===== src/rtl/macro_fetch_if.sv =====
// Macroinstruction fetch bus: consumer request side, memory read side and
// the fetched-instruction result, bundled for the fetch core.
interface macro_fetch_if;
  logic [25:0] lc;
  logic        needfetch;
  logic        flush;
  logic        mem_req;
  logic [23:0] mem_addr;
  logic        mem_ack;
  logic [31:0] mem_data;
  logic [15:0] mir;
  logic        mir_valid;
  logic        busy;

  // Fetch unit side: drives memory requests and the fetched instruction.
  modport master (
    input  lc, needfetch, flush, mem_ack, mem_data,
    output mem_req, mem_addr, mir, mir_valid, busy
  );

  // Environment side: consumer plus memory.
  modport slave (
    output lc, needfetch, flush, mem_ack, mem_data,
    input  mem_req, mem_addr, mir, mir_valid, busy
  );
endinterface


===== src/rtl/macro_fetch.sv =====
// Macroinstruction fetch unit with a one-word buffer. Hits are served in one
// cycle from the buffer; misses issue a word read and return the selected
// halfword when the memory acknowledges. A flush during an outstanding read
// lets the read complete but drops its data.
module macro_fetch_core (
  input  logic         clk,
  input  logic         rst_n,
  macro_fetch_if.master bus
);
  typedef enum logic [1:0] {IDLE, REQ, DISCARD} state_e;

  state_e      state_q, state_d;
  logic [23:0] addr_q, addr_d;
  logic        hsel_q, hsel_d;
  logic [31:0] buf_data_q, buf_data_d;
  logic [23:0] buf_tag_q, buf_tag_d;
  logic        buf_valid_q, buf_valid_d;
  logic [15:0] mir_q, mir_d;
  logic        mir_valid_q, mir_valid_d;

  logic        accept;
  logic        hit;
  logic        unused_lc0;

  // Byte-select bit of the location counter carries no meaning here.
  assign unused_lc0 = bus.lc[0];

  // A request is new only when we are idle and not in the cycle of the
  // previous result pulse (the consumer still holds needfetch then).
  assign accept = (state_q == IDLE) && bus.needfetch && !mir_valid_q;
  assign hit    = accept && !bus.flush && buf_valid_q &&
                  (buf_tag_q == bus.lc[25:2]);

  // State register.
  always_ff @(posedge clk or negedge rst_n) begin
    if (!rst_n) state_q <= IDLE;
    else        state_q <= state_d;
  end

  // Next-state logic.
  always_comb begin
    state_d = state_q;
    case (state_q)
      IDLE:    if (accept && !hit) state_d = REQ;
      REQ: begin
        if (bus.mem_ack)    state_d = IDLE;
        else if (bus.flush) state_d = DISCARD;
      end
      DISCARD: if (bus.mem_ack) state_d = IDLE;
      default: state_d = IDLE;
    endcase
  end

  // State-decoded outputs; registered datapath values pass straight out.
  always_comb begin
    bus.mem_req   = (state_q != IDLE);
    bus.busy      = (state_q != IDLE);
    bus.mem_addr  = addr_q;
    bus.mir       = mir_q;
    bus.mir_valid = mir_valid_q;
  end

  // Datapath next values: buffer fill, request address capture, result.
  always_comb begin
    addr_d      = addr_q;
    hsel_d      = hsel_q;
    buf_data_d  = buf_data_q;
    buf_tag_d   = buf_tag_q;
    buf_valid_d = buf_valid_q;
    mir_d       = mir_q;
    mir_valid_d = 1'b0;

    if (bus.flush) buf_valid_d = 1'b0;

    case (state_q)
      IDLE: begin
        if (hit) begin
          mir_valid_d = 1'b1;
          mir_d       = bus.lc[1] ? buf_data_q[31:16] : buf_data_q[15:0];
        end else if (accept) begin
          addr_d = bus.lc[25:2];
          hsel_d = bus.lc[1];
        end
      end
      REQ: begin
        // An ack coinciding with flush is dropped; the flush above has
        // already invalidated the buffer.
        if (bus.mem_ack && !bus.flush) begin
          buf_data_d  = bus.mem_data;
          buf_tag_d   = addr_q;
          buf_valid_d = 1'b1;
          mir_d       = hsel_q ? bus.mem_data[31:16] : bus.mem_data[15:0];
          mir_valid_d = 1'b1;
        end
      end
      default: ;
    endcase
  end

  // Datapath registers.
  always_ff @(posedge clk or negedge rst_n) begin
    if (!rst_n) begin
      addr_q      <= '0;
      hsel_q      <= 1'b0;
      buf_data_q  <= '0;
      buf_tag_q   <= '0;
      buf_valid_q <= 1'b0;
      mir_q       <= '0;
      mir_valid_q <= 1'b0;
    end else begin
      addr_q      <= addr_d;
      hsel_q      <= hsel_d;
      buf_data_q  <= buf_data_d;
      buf_tag_q   <= buf_tag_d;
      buf_valid_q <= buf_valid_d;
      mir_q       <= mir_d;
      mir_valid_q <= mir_valid_d;
    end
  end
endmodule

// Top level with flat ports; the bus is bundled internally for the core.
module macro_fetch (
  input  logic        clk,
  input  logic        reset_n,
  input  logic [25:0] lc,
  input  logic        needfetch,
  input  logic        flush,
  output logic        mem_req,
  output logic [23:0] mem_addr,
  input  logic        mem_ack,
  input  logic [31:0] mem_data,
  output logic [15:0] mir,
  output logic        mir_valid,
  output logic        busy
);
  macro_fetch_if u_bus ();

  assign u_bus.lc        = lc;
  assign u_bus.needfetch = needfetch;
  assign u_bus.flush     = flush;
  assign u_bus.mem_ack   = mem_ack;
  assign u_bus.mem_data  = mem_data;
  assign mem_req         = u_bus.mem_req;
  assign mem_addr        = u_bus.mem_addr;
  assign mir             = u_bus.mir;
  assign mir_valid       = u_bus.mir_valid;
  assign busy            = u_bus.busy;

  macro_fetch_core u_core (
    .clk   (clk),
    .rst_n (reset_n),
    .bus   (u_bus.master)
  );
endmodule

===== config.mk =====
export PLATFORM = sky130hd
export DESIGN_NAME = macro_fetch
export DESIGN_NICKNAME = d
export VERILOG_FILES = /design/src/rtl/macro_fetch_if.sv /design/src/rtl/macro_fetch.sv
export SDC_FILE = /design/constraint.sdc
export NUM_CORES = 1
export LEC_CHECK = 0
export BUFFER_PORTS_ARGS = -buffer_cell sky130_fd_sc_hd__buf_2
export CORE_MARGIN = 3
export CORE_UTILIZATION = 30
export DETAILED_ROUTE_END_ITERATION = 10
export GPL_ROUTABILITY_DRIVEN = 0
export GPL_TIMING_DRIVEN = 0
export PLACE_DENSITY = 0.56
export REMOVE_ABC_BUFFERS = 1
export SLEW_MARGIN = 40
export SYNTH_ARGS = -nofsm -noshare
export SYNTH_HDL_FRONTEND = slang
export SYNTH_SLANG_ARGS = --single-unit

===== constraint.sdc =====
create_clock -name clk -period 3 [get_ports clk]
set_input_delay 0.15 -clock clk [delete_from_list [all_inputs] [get_ports clk]]
set_output_delay 0.15 -clock clk [all_outputs]
set_load 0.1 [all_outputs]

## Word level (Yosys, flattened, before mapping)

Cells that the tools add are included.

| storage, ports and cells | value |
|---|---|
| output and inout port bits | 43 |
| bits in registers | 101 |

| cells by class | value |
|---|---|
| bitwise gates (word level) | 1 |
| reduce and logical (&&, ||, !) cells | 17 |
| equality and inequality tests | 8 |
| mux-type cells | 16 |

Operators with widths:

| operator | count |
|---|---|
| $mux 16 | 4 |
| $pmux 16 s2 | 1 |
| $eq 24x24->1 | 1 |
| $reduce_and 3->1 | 3 |
| $mux 2 | 4 |
| $logic_and 1x1->1 | 7 |
| $pmux 2 s3 | 1 |
| $mux 1 | 5 |
| $ne 2x1->1 const B | 2 |
| $ne 2x2->1 const B | 2 |
| $reduce_bool 2->1 | 2 |
| $logic_not 1->1 | 3 |
| $ne 3x3->1 const B | 1 |
| $eq 2x1->1 const B | 1 |
| $eq 2x2->1 const B | 1 |
| $logic_not 2->1 | 1 |
| $pmux 1 s2 | 1 |
| $reduce_and 2->1 | 1 |
| $not 1->1 | 1 |

## Depth between registers and ports, before layout

| logic depth | value |
|---|---|
| depth in word-level cells | 10 |
| gate-level depth with buffers | 7 |

## Worst setup path before layout

No wires, ideal clock.

| timing | value |
|---|---|
| path kind | register -> register |
| start point | register u_core.mir_valid_q, in the netlist u_core.bus.mir_valid |
| end point | register u_core.addr_q[14], in the netlist u_core.bus.mem_addr[14] |
| cell stages (with the launch flop) | 8 |
| data required time | 2.872 ns |
| buffers on the path | 2 |
| slack | 0.313 ns |
| arrival | 2.559 ns |
| cells stage by stage | dfrtp_1 -> or4b_1 -> nor4_1 -> and4_1 -> a31o_2 -> buf_6 -> buf_6 -> mux2_1 |

| on the way | value |
|---|---|
| longest elaborated chain between the ends | 7 |

RTL lines:

| item | RTL line | RTL |
|---|---|---|
| from (decl) | macro_fetch.sv:19 | `logic mir_valid_q, mir_valid_d;` |
| from (signal assigned) | macro_fetch.sv:117 | `mir_valid_q <= mir_valid_d;` |
| $logic_not 1->1 (*) | macro_fetch.sv:30 | `assign accept = (state_q == IDLE) && bus.needfetch && !mir_valid_q;` |
| $logic_and 1x1->1 (*) | macro_fetch.sv:30 |  |
| $logic_and 1x1->1 (3 in a row) | macro_fetch.sv:31 | `assign hit = accept && !bus.flush && buf_valid_q &&` |
| $not 1->1 (no source line) | n/a |  |
| $reduce_and 3->1 (no source line) (*) | n/a |  |
| to (signal assigned) | macro_fetch.sv:111 | `addr_q <= addr_d;` |
| to (decl) | macro_fetch.sv:13 | `logic [23:0] addr_q, addr_d;` |

Every way passes the cells marked *; elsewhere a longest branch is shown, timed or not.
A chain may end at the register's enable or synchronous reset.

## Final worst setup path

| timing | value |
|---|---|
| start point | register u_core.state_q[1] |
| end point | register u_core.addr_q[3], in the netlist u_core.bus.mem_addr[3] |

| on the way | value |
|---|---|
| longest elaborated chain between the ends | 8 |

RTL lines:

| item | RTL line | RTL |
|---|---|---|
| from (decl) | macro_fetch.sv:12 | `state_e state_q, state_d;` |
| from (signal assigned) | macro_fetch.sv:37 | `else state_q <= state_d;` |
| $logic_not 2->1 (*) | macro_fetch.sv:30, macro_fetch.sv:75 |  |
| $logic_and 1x1->1 (2 in a row) | macro_fetch.sv:30 |  |
| $logic_and 1x1->1 (3 in a row) | macro_fetch.sv:31 |  |
| $not 1->1 (no source line) | n/a |  |
| $reduce_and 3->1 (no source line) (*) | n/a |  |

Marks and branches as above.

==> metrics <==
post-route cell area ~5800 sq um; status finished, final reports clean; worst setup path class reg2reg; CP endpoint kind flop; gr ovfl total 0; unrepaired setup endpoints after global routing false; port bufs 104; Mean Syn Cell Area 10.3 sq um; Max Clk Rate ~0.37 GHz; routed via count 3436; Comb power frac 46.4%; final hold slack 10.8 ps; Diodes inserted 0; critical path peak fanout 26; actual slew at the worst max-slew pin 821 ps; placed inst area 5450 sq um; final setup fails 0; WL per Instance 14.4 um; initial core utilization 31.2%; layout cells sized above 1 between 20 and 30%; pwr dens between 1000 and 1500 nW/um^2; Synth warnings 0; Nets 625; clock slew at reported path FFs 70 ps; data required time of the worst path ~3200 ps; vias in the first global route 3450; first-pass GRT wire length 17.4 mm; Fin Clk Skew 8.92 ps; initial antenna violation count 1; MaxCap Viol Count 0; Seq pwr share 35.0%; total die area roughly 17000 sq um; Final Hold Fails 0; overall routed net length about 11 mm; Worst Setup Start Kind flop; Syn Inst Count between 400 and 500; Die W 130 um; Relative slew margins 44.8%; TritonCTS Sinks 101; drt drc 0; H-tree Lvls 3; Final Core Density 39.3%; switching share of total power 47.8%; Core Box Area 14800 sq um; Root Buffer clkbuf_16; Vias/cell 4.58; antenna-violating nets left 0; synthesized area 4620 sq um; GR Util All Layers 13.3%; peak supply drop ~0.66 mV; CTS Buf Count 9; sequential area share after synthesis between 50% and 60%; height of the die 130 um; Clock Latency Late Sink 350 ps; sw power approximately 0.0031 W; TritonCTS clock tree done; synth unique cells 30; Area Growth Syn to Fin 25.9%; Worst EP arrival 2910 ps; Max Slew Vio Count 0; boundary pin count 106; pre-CTS setup slack 20.1 ps; drt initial violations approximately 120; CTS max path bufs 2; Hold Path Class in2reg; fin worst setup slack 326 ps; Post-DP HPWL 8.02 mm; Clock power frac 18.6%; # rows 44; largest net degree at the start of global routing just over 60; Tmin final ~2700 ps; Final period util a little under 90%; internal power between 0.003 and 0.004 W; First-pass DRT Iterations 4; static leakage 2.96 nW; #FFs+latches synth 101
metal layers:
layer	vias to the layer above	GRT usage [%]	wire length, um
li1	1713	-	-
met1	1624	16.0	4780
met2	85	22.7	5260
met3	12	4.54	682
met4	2	3.67	114
met5	-	0	11
path summary, 6_finish.rpt:
| path | start | end | slack (ps) | cells past startpoint |
|---|---|---|---|---|
| min | mem_data[2] | u_core.buf_data_q[2] | 10 | 3 |
| max reg2reg | u_core.state_q[1] | u_core.bus.mem_addr[3] | 330 | 5 |
| max | u_core.state_q[1] | u_core.bus.mem_addr[3] | 330 | 5 |
| min reg2reg | u_core.buf_data_q[2] | u_core.buf_data_q[2] | 470 | 2 |
| max in group asynchronous | reset_n | u_core.bus.mem_addr[11] | 2090 | 3 |
| min in group asynchronous | reset_n | u_core.bus.mir[11] | 290 | 2 |
power by group through the flow:
stage	sequential, W	clock, W	combinational, W
2_1_floorplan	0.00382	0	0.000934
3_3_place_gp	0.00229	0	0.00301
3_5_place_dp	0.00233	0	0.00308
4_1_cts	0.00231	0.00127	0.00309
5_1_grt	0.00238	0.00132	0.00325
6_report	0.00230	0.00122	0.00305
kinds of logic (layout without fill, tap and decap cells):
kind of cell | after synthesis | in the layout | synth area share (%)
xor gates and xnor gates | 24 | 24 | 4.55
DFF | 101 | 101 | 54.7
AOI/OAI and AO/OA | 37 | 37 | 5.39
muxes | 57 | 57 | 14.2
and+or+nand+nor | 200 | 200 | 18.0
buffers and inverters | 28 | 148 | 3.09
sequential cells by signal, summed over array words and instances (netlist names):
register	count
u_core.buf_valid_q	1
u_core.bus.mir_valid	1
u_core.bus.mem_addr	24
u_core.bus.mir	16
u_core.hsel_q	1
u_core.buf_tag_q	24
u_core.state_q	2
u_core.buf_data_q	32
through the flow:
stage	total power (W)	setup TNS, ps	cells
floorplan	0.00476	-181070	422
global placement	0.00530	-445010	710
detailed placement	0.00541	0	730
CTS	0.00667	0	751
global route	0.00696	0	751
finish	0.00657	0	751
synth_stat cells:
| cell type | count | share of area (%) |
|---|---|---|
| buf_1 | 1 | 0.081 |
| mux2_2 | 13 | 3.2 |
| a31oi_4 | 1 | 0.46 |
| or4b_1 | 1 | 0.22 |
| clkbuf_1 | 19 | 1.5 |
| nor4_1 | 4 | 0.54 |
| nor2_1 | 3 | 0.24 |
| a21oi_1 | 17 | 1.8 |
| nor4b_1 | 1 | 0.19 |
| a211oi_1 | 16 | 2.6 |
| nor3_1 | 1 | 0.11 |
| inv_1 | 3 | 0.24 |
| mux2i_1 | 16 | 3.5 |
| o21ai_0 | 1 | 0.11 |
| nand3b_1 | 1 | 0.16 |
| and4_1 | 1 | 0.19 |
| nand4_1 | 2 | 0.27 |
| buf_6 | 3 | 0.73 |
| nand2_1 | 168 | 14 |
| xnor2_1 | 8 | 1.5 |
| or2_2 | 1 | 0.14 |
| mux2_1 | 19 | 4.6 |
| buf_8 | 1 | 0.33 |
| buf_4 | 1 | 0.16 |
| mux2_4 | 9 | 2.9 |
| o41ai_1 | 1 | 0.19 |
| a31o_2 | 1 | 0.19 |
| nor2b_1 | 17 | 2.3 |
| dfrtp_1 | 101 | 55 |
| xor2_1 | 16 | 3.0 |
cell type report:
class	instances	area, sq um
Clock buffer	12	236
Clock inverter	4	72.6
Multi-Input combinational cell	318	1970
Timing Repair Buffer	129	766
Sequential cell	101	2530
Inverter	3	11.3
Fill cell	1478	8990
Tap cell	184	230
timing repair:
item	CTS	global route
resized for setup	0	1
hold endpoints to repair	44	0
endpoints found under the setup margin	0	25
setup buffers	0	0
hold buffers	5	0
cells in the final DEF (no fill, tap or decap), types with 3 or more instances in the layout:
cell type	netlist	final
nand2_1	168	168
buf_2	0	114
dfrtp_1	101	100
mux2_1	19	19
nor2b_1	17	17
a21oi_1	17	17
xor2_1	16	16
mux2i_1	16	16
a211oi_1	16	16
mux2_2	13	13
mux2_4	9	9
clkbuf_16	0	9
xnor2_1	8	8
dlygate4sd3_1	0	5
nor4_1	4	4
buf_6	3	4
inv_1	3	3
clkbuf_1	19	3
worst max-delay path: stages, from the launching register on:
cell     delay, ps
dfrtp_1        470
or4b_1         610
nor4_1         300
and4_1         330
a31o_4         450
mux2_2         380
Note: power is estimated with default switching activity, not from simulation.
